### config.mk
export PLATFORM = sky130hd
export DESIGN_NAME = mc_controller
export DESIGN_NICKNAME = d
export VERILOG_FILES = /design/src/rtl/ctrl_pkg.sv /design/src/rtl/ctrl_decode.sv /design/src/rtl/mc_controller.sv
export SDC_FILE = /design/constraint.sdc
export NUM_CORES = 1
export LEC_CHECK = 0
export BUFFER_PORTS_ARGS = -buffer_cell sky130_fd_sc_hd__buf_4
export CAP_MARGIN = 10
export CORE_MARGIN = 4
export CORE_UTILIZATION = 45
export CTS_BUF_LIST = sky130_fd_sc_hd__clkbuf_16
export CTS_CLUSTER_SIZE = 40
export DETAILED_ROUTE_END_ITERATION = 8
export PLACE_DENSITY = 0.83
export SETUP_SLACK_MARGIN = 0.2
export SKIP_CTS_REPAIR_TIMING = 1
export SYNTH_ARGS = -nofsm -noshare
export SYNTH_HDL_FRONTEND = slang
export SYNTH_SLANG_ARGS = --single-unit
### constraint.sdc
create_clock -name clock -period 3.2 [get_ports clock]
set_input_delay 0.16 -clock clock [delete_from_list [all_inputs] [get_ports clock]]
set_output_delay 0.16 -clock clock [all_outputs]
set_load 0.005 [all_outputs]
### src/rtl/ctrl_pkg.sv
// ctrl_pkg: shared state, opcode-class and datapath select encodings for the multicycle controller
package ctrl_pkg;
  typedef enum logic [1:0] {FETCH, EXEC, MEM, WB} state_t;
  typedef enum logic [2:0] {
    CLS_ALU_REG,
    CLS_ALU_IMM,
    CLS_SHIFT,
    CLS_LOAD,
    CLS_STORE,
    CLS_BRANCH,
    CLS_JMP,
    CLS_ILLEGAL
  } cls_t;
  localparam logic [4:0] OP_ALU_REG = 5'b00000;
  localparam logic [4:0] OP_ALU_IMM = 5'b01000;
  localparam logic [4:0] OP_SHIFT   = 5'b11000;
  localparam logic [4:0] OP_LOAD    = 5'b10000;
  localparam logic [4:0] OP_STORE   = 5'b10001;
  localparam logic [4:0] OP_BRANCH  = 5'b10100;
  localparam logic [4:0] OP_JMP     = 5'b11100;
  localparam logic [1:0] PC_NEXT   = 2'b00;
  localparam logic [1:0] PC_BRANCH = 2'b01;
  localparam logic [1:0] PC_JUMP   = 2'b10;
  localparam logic [1:0] WSEL_ALU   = 2'b00;
  localparam logic [1:0] WSEL_SHIFT = 2'b01;
  localparam logic [1:0] WSEL_MEM   = 2'b10;
endpackage

### src/rtl/ctrl_decode.sv
// ctrl_decode: maps the 5-bit opcode field to instruction class, function code and illegal flag
module ctrl_decode
  import ctrl_pkg::*;
(
  input  logic [4:0] op,
  output cls_t       cls,
  output logic [2:0] fn,
  output logic       illegal
);
  assign fn = op[2:0];
  assign cls = op[4:3] == OP_ALU_REG[4:3] ? CLS_ALU_REG
             : op[4:3] == OP_ALU_IMM[4:3] ? CLS_ALU_IMM
             : op[4:2] == OP_SHIFT[4:2]   ? CLS_SHIFT
             : op == OP_LOAD              ? CLS_LOAD
             : op == OP_STORE             ? CLS_STORE
             : op[4:2] == OP_BRANCH[4:2]  ? CLS_BRANCH
             : op == OP_JMP               ? CLS_JMP
             : CLS_ILLEGAL;
  assign illegal = cls == CLS_ILLEGAL;
endmodule

### src/rtl/mc_controller.sv
// mc_controller: FETCH/EXEC/MEM/WB multicycle control FSM with instruction register and memory-wait timeout
module mc_controller
  import ctrl_pkg::*;
#(
  parameter int INSTR_W = 19,
  parameter int TMO_W   = 4
) (
  input  logic               clock,
  input  logic               reset,
  input  logic [INSTR_W-1:0] instr,
  input  logic               instrReady,
  input  logic               zeroFlag,
  input  logic               carryFlag,
  input  logic               memReady,
  output logic               instrRead,
  output logic [1:0]         selectToWrite,
  output logic               selectR2,
  output logic               selectAluArg,
  output logic [2:0]         ALUfunction,
  output logic [1:0]         sh_roFunction,
  output logic               regWrite,
  output logic               memRead,
  output logic               memWrite,
  output logic               enableZero,
  output logic               enableCarry,
  output logic               enablePC,
  output logic [1:0]         pcSelect,
  output logic               illegal,
  output logic               memError
);
  state_t             state, state_nx;
  logic [INSTR_W-1:0] ir;
  logic [TMO_W-1:0]   cnt;
  logic               mem_fail;
  cls_t               cls;
  logic [2:0]         fn;
  logic               bad;
  logic               is_alu, is_shift, is_load, is_store, tmo, taken;
  logic               unused_operand;

  ctrl_decode u_decode (
    .op     (ir[INSTR_W-1 -: 5]),
    .cls    (cls),
    .fn     (fn),
    .illegal(bad)
  );

  assign is_alu   = cls == CLS_ALU_REG || cls == CLS_ALU_IMM;
  assign is_shift = cls == CLS_SHIFT;
  assign is_load  = cls == CLS_LOAD;
  assign is_store = cls == CLS_STORE;
  assign tmo      = &cnt;
  assign taken    = fn[1] ? carryFlag ^ fn[0] : zeroFlag ^ fn[0];
  assign unused_operand = ^ir[INSTR_W-6:0];

  always_ff @(posedge clock) begin
    if (reset) begin
      state    <= FETCH;
      ir       <= '0;
      cnt      <= '0;
      mem_fail <= 1'b0;
    end else begin
      state    <= state_nx;
      ir       <= (state == FETCH && instrReady) ? instr : ir;
      cnt      <= (state == MEM && !memReady) ? cnt + 1'b1 : '0;
      mem_fail <= state == MEM && tmo && !memReady;
    end
  end

  // reset forces every output low even while the state register still holds MEM
  always_comb begin
    state_nx      = state;
    instrRead     = 1'b0;
    selectToWrite = WSEL_ALU;
    selectR2      = 1'b0;
    selectAluArg  = 1'b0;
    ALUfunction   = 3'b000;
    sh_roFunction = 2'b00;
    regWrite      = 1'b0;
    memRead       = 1'b0;
    memWrite      = 1'b0;
    enableZero    = 1'b0;
    enableCarry   = 1'b0;
    enablePC      = 1'b0;
    pcSelect      = PC_NEXT;
    illegal       = 1'b0;
    memError      = 1'b0;
    if (!reset)
      case (state)
        FETCH: begin
          instrRead = 1'b1;
          state_nx  = instrReady ? EXEC : FETCH;
        end
        EXEC: begin
          ALUfunction   = is_alu ? fn : 3'b000;
          sh_roFunction = is_shift ? fn[1:0] : 2'b00;
          selectAluArg  = cls == CLS_ALU_REG;
          selectR2      = is_alu;
          enableZero    = is_alu;
          enableCarry   = is_alu;
          selectToWrite = is_shift ? WSEL_SHIFT : WSEL_ALU;
          illegal       = bad;
          state_nx      = (is_load || is_store) ? MEM : WB;
        end
        MEM: begin
          memRead       = is_load && (memReady || !tmo);
          memWrite      = is_store && (memReady || !tmo);
          memError      = tmo && !memReady;
          selectToWrite = is_load ? WSEL_MEM : WSEL_ALU;
          state_nx      = (memReady || tmo) ? WB : MEM;
        end
        WB: begin
          regWrite      = is_alu || is_shift || (is_load && !mem_fail);
          enablePC      = 1'b1;
          selectToWrite = is_shift ? WSEL_SHIFT : is_load ? WSEL_MEM : WSEL_ALU;
          pcSelect      = (cls == CLS_BRANCH && taken) ? PC_BRANCH : cls == CLS_JMP ? PC_JUMP : PC_NEXT;
          state_nx      = FETCH;
        end
      endcase
  end
endmodule
* Word level (Yosys, flattened, before mapping) *
Index checks and enable logic that the tools add are counted.

word-level totals
  input bits = 25
  output and inout port bits = 20
  register bits = 26
  word-level logic and storage cells = 92

cells by class
  mux-type cells = 45
  reductions and logical operators = 23
  bitwise gates (word level) = 3
  $add $sub $neg = 1
  equal/unequal tests = 16

operators with widths
  operator                                                         count
  3-bit two-way mux                                                9
  1-bit two-way mux                                                24
  2-bit two-way mux                                                10
  3-bit == test, second input constant                             6
  5-bit == test, second input constant                             3
  1-bit logical AND                                                9
  2-bit one-hot mux with 4 select lines                            1
  3-bit by 2-bit == test with 1-bit output, second input constant  2
  1-bit logical OR                                                 6
  2-bit one-hot mux with 3 select lines                            1
  4-bit by 1-bit adder with 4-bit output, second input constant    1
  2-bit by 1-bit == test with 1-bit output, second input constant  2
  2-bit == test, second input constant                             2
  2-bit zero test                                                  2
  4-bit AND reduction                                              1
  3-bit by 1-bit == test with 1-bit output, second input constant  1
  1-bit zero test                                                  3
  3-bit zero test                                                  1
  2-bit OR reduction                                               1
  1-bit XOR                                                        2
  1-bit NOT                                                        1

* Longest topological paths before layout *
  word-level depth = 14
  mapped depth = 5
  gate-level depth less buffers = 5

* Hierarchy *
From an unflattened synthesis, not the netlist that was laid out.

second synthesis, totals
  cells, all modules = 106
  area total of the unflattened synthesis = 828.3 µm²

modules (own cells, without submodules)
  module         cells each  instances  seq. area each (µm²)  area an instance (µm²)
  mc_controller  89          1          240.2                 724.4
  ctrl_decode    17          1          0.0                   103.8

* Worst setup path before layout *
OpenSTA, ideal clock, no wires.

  kind = register to register
  start point = reg ir[15]
  end point = reg state[0]
  period minus slack after synthesis = 1.307 ns
  stages on the path, launching flop included = 5
  buffers on the path = 1
  required time = 3.061 ns
  setup time = 0.139 ns
  slack = 1.893 ns
  data arrival time = 1.168 ns
  cell sequence = dfxtp_1 -> buf_6 -> or4b_4 -> a21oi_2 -> a221oi_1

between the ends
  cells in the longest elaborated chain, start to end = 12
  elaborated cells between the ends (all ways) = 15
  classes of those cells = eq/ne: 5; mux: 9; reduce/logical: 1

ends and longest elaborated chain
  what                                                                       RTL line                                  RTL
  start, declared                                                            mc_controller.sv:32                       logic [INSTR_W-1:0] ir;
  start signal, assigned                                                     mc_controller.sv:64                       ir <= (state == FETCH && instrReady) ? instr : ir;
  5-bit == test                                                              ctrl_decode.sv:17                         : op == OP_JMP ? CLS_JMP
  1-bit two-way mux                                                          ctrl_decode.sv:17
  3-bit two-way mux                                                          ctrl_decode.sv:16                         : op[4:2] == OP_BRANCH[4:2] ? CLS_BRANCH
  3-bit two-way mux                                                          ctrl_decode.sv:15                         : op == OP_STORE ? CLS_STORE
  3-bit two-way mux *                                                        ctrl_decode.sv:14                         : op == OP_LOAD ? CLS_LOAD
  3-bit two-way mux *                                                        ctrl_decode.sv:13                         : op[4:2] == OP_SHIFT[4:2] ? CLS_SHIFT
  3-bit two-way mux *                                                        ctrl_decode.sv:12                         : op[4:3] == OP_ALU_IMM[4:3] ? CLS_ALU_IMM
  3-bit two-way mux *                                                        ctrl_decode.sv:11                         assign cls = op[4:3] == OP_ALU_REG[4:3] ? CLS_ALU_REG
  3-bit by 2-bit == test with 1-bit output or 3-bit == test (tied branches)  mc_controller.sv:50, mc_controller.sv:51
  1-bit logical OR *                                                         mc_controller.sv:103                      state_nx = (is_load || is_store) ? MEM : WB;
  1-bit two-way mux *                                                        mc_controller.sv:103
  2-bit one-hot mux with 4 select lines *                                    mc_controller.sv:89                       case (state)
  end signal, assigned                                                       mc_controller.sv:63                       state <= state_nx;
  end, declared                                                              mc_controller.sv:31                       state_t state, state_nx;

Mark *: on every way between the ends. The rest lies on a longest branch, timed or not.
A chain may end at the register's enable or synchronous reset.

* Final worst setup path *
  start point = reg state[1]
  end point = out pcSelect[1]

between the ends
  cells in the longest elaborated chain, start to end = 3

ends and longest elaborated chain
  what               RTL line             RTL
  2-bit == test      mc_controller.sv:89
  2-bit two-way mux  mc_controller.sv:89
  2-bit two-way mux  mc_controller.sv:88  if (!reset)
  end, declared      mc_controller.sv:27  output logic [1:0] pcSelect,

Every way passes these cells.

==> results_dict.tcl <==
set metrics [dict create \
    syn_inst 95 \
    setup_viol_count_final 0 \
    worstHoldStart "reset" \
    fp-row-count 14 \
    rrSetupSlack_ps 1820 \
    vias_per_cell 5.25 \
    synth_warnings 0 \
    instances_no_fill 138 \
    ys_seq_elements 12 \
    rr_endpoint "state[0]" \
    syn_area_per_cell_um2 7.94 \
    drt_first_iter_violations 16 \
    area_growth_pct 37.1 \
    hpwl_um 1330 \
    cts_buffer_depth 2 \
    grt_pass1_vias 654 \
    antenna_cells 0 \
    dp_cells 135 \
    grt-ovfl-total 0 \
    die_w_um 48.9 \
    critPathKind "flop to output port" \
    powerDensity_nw_per_um2 596 \
    final_util_pct 67.1 \
    antenna_found_initial 0 \
    max_freq_mhz 574 \
    grt_first_pass_wirelength_um 2840 \
    cp-start-kind "flop" \
    yosysUniqueCellTypes 30 \
    drc 0 \
    period_share_pct 54.4 \
    slew_headroom_pct 80.7 \
    clk_pin_slew_ps 40 \
    synth.top_cells.by_area "dfxtp_1, ha_1, nor3_1" \
    synth_nets 126 \
    grt_use_total_pct 14.4 \
    rsz0062_at_grt "false" \
    worstPathRequired_ps 3040 \
    clk-insertion-delay-late_ps 230 \
    hold_viol 0 \
    setup_tns_ps 0 \
    synth_flop_cell "dfxtp_1" \
    cp-end-kind "output port" \
    vias 725 \
    routed_wl_um 1660 \
    status "finished clean" \
    rr_worst_depth 3 \
    worstHoldPathCells 2 \
    first_pass_iters 4 \
    cts_root_buf "clkbuf_16" \
    floorplan.initialDensity_pct 48.9 \
    yosysTopAreaCellShare_pct 31.8 \
    grt_max_degree 14 \
    ir_drop_v 0.000500 \
    drv_slew 0 \
    core_um2 1540 \
    io-pin-count 45 \
    clock_sinks 12 \
    seq_area_frac_synth_pct 31.8 \
    die_h_um 48.9 \
    crit_fanout 3 \
    holdWs_ps 186 \
    syn_area_um2 754 \
    ant_nets 0 \
    wl_per_cell_um 12.0 \
    power.leakage_nw 0.451 \
    hold_class "primary input to flop" \
    period_minus_slack_ps 1740 \
    h-tree-depth 1 \
    cts_buffers 3 \
    yosysMostFrequentCell "dfxtp_1" \
    place_congestion 0.725 \
    portBuffers 30 \
    synthArstFlopShare_pct 0 \
    final_layout_size_suffix_gt1_share_pct 30.3 \
    dieArea_um2 2400 \
    nets 155 \
    cp.arrival_ps 1580 \
    fin_worst_skew_ps 1.09 \
    synthTopCellsByCount "dfxtp_1, nor3_1, nand3_1, nor2_1" \
    synth_top_area_cell "dfxtp_1" \
    regToRegStartpoint "ir[18]" \
    synth_edf_count 0 \
    whs_endpoint "ir[18]" \
    cap_violations 0 \
    tightest_slew_ps 287 \
    cts_tree "built" \
]
[cell usage in the layout, fill, tap and decap left out, types with 3 or more instances in the layout]
master and count:
a21oi_1 6, ha_1 6, xnor2_1 3, inv_1 5, nor2_1 8, nor2b_1 4
buf_4 30, dfxtp_1 12, nor3_1 10, o21ai_0 3, clkbuf_16 3, nand2_1 6
nand3_1 8
[per-layer routing]
metal  global-route usage, %  part of all wire (%)  vias to the layer above
li1                        -                     -                      378
met1                    16.9                    43                      314
met2                    23.3                    46                       31
met3                    4.89                   9.3                        2
met4                    6.73                   2.0                        0
met5                       0                     0                        -
[critical path, cell delays in order (launching register included)]
cell,delay (ps)
dfxtp_1,350
ha_1,190
nor2b_1,240
nand3_1,130
nor4b_1,270
buf_4,160
[sequential cells by signal, indices dropped and copies added, names as in the netlist]
| register | count |
|---|---|
| cnt | 4 |
| ir | 5 |
| mem_fail | 1 |
| state | 2 |
[stage by stage]
step	worst slack (ps)	area, µm²	power, W
after floorplan	1890	754	0.000342
final	1460	1030	0.000617
after CTS	1450	1030	0.000624
after global routing	1330	1030	0.000657
after detailed placement	1710	960	0.000398
after global placement	1730	960	0.000391
[cell families (layout without fill, tap and decap cells)]
group	count (synthesis)	in the layout	share of synthesized area, %
DFF	12	12	31.8
adders and majority gates	6	6	9.95
and+or+nand+nor	46	46	32.7
xor gates and xnor gates	4	4	4.64
AOI/OAI and AO/OA	14	14	11.3
buffers and inverters	12	39	8.29
muxes	1	1	1.33
[layout make-up]
| class | count | area [µm²] |
|---|---|---|
| inverters | 6 | 22.5 |
| clock buffers | 3 | 75.1 |
| flip-flops and latches | 12 | 240 |
| well taps | 16 | 20.0 |
| repair buffers | 30 | 225 |
| fillers | 132 | 507 |
| multi-input cells | 71 | 452 |
[report_power, final]
| group | switching, W | total [W] | internal (W) | leakage [nW] |
|---|---|---|---|---|
| logic | 0.000102 | 0.000196 | 0.0000937 | 0.316 |
| registers | 0.0000295 | 0.000201 | 0.000171 | 0.0979 |
| clock network | 0.0000580 | 0.000220 | 0.000162 | 0.0370 |
[worst max-delay path by stage]
stage	end	cells past startpoint	startpoint
after floorplan	state[0]	4	ir[15]
after global placement	pcSelect[1]	5	state[0]
after detailed placement	pcSelect[1]	5	state[1]
after CTS	pcSelect[1]	5	state[1]
after global routing	ALUfunction[2]	6	state[1]
final	pcSelect[1]	5	state[1]
(Power assumes the default switching activity.)
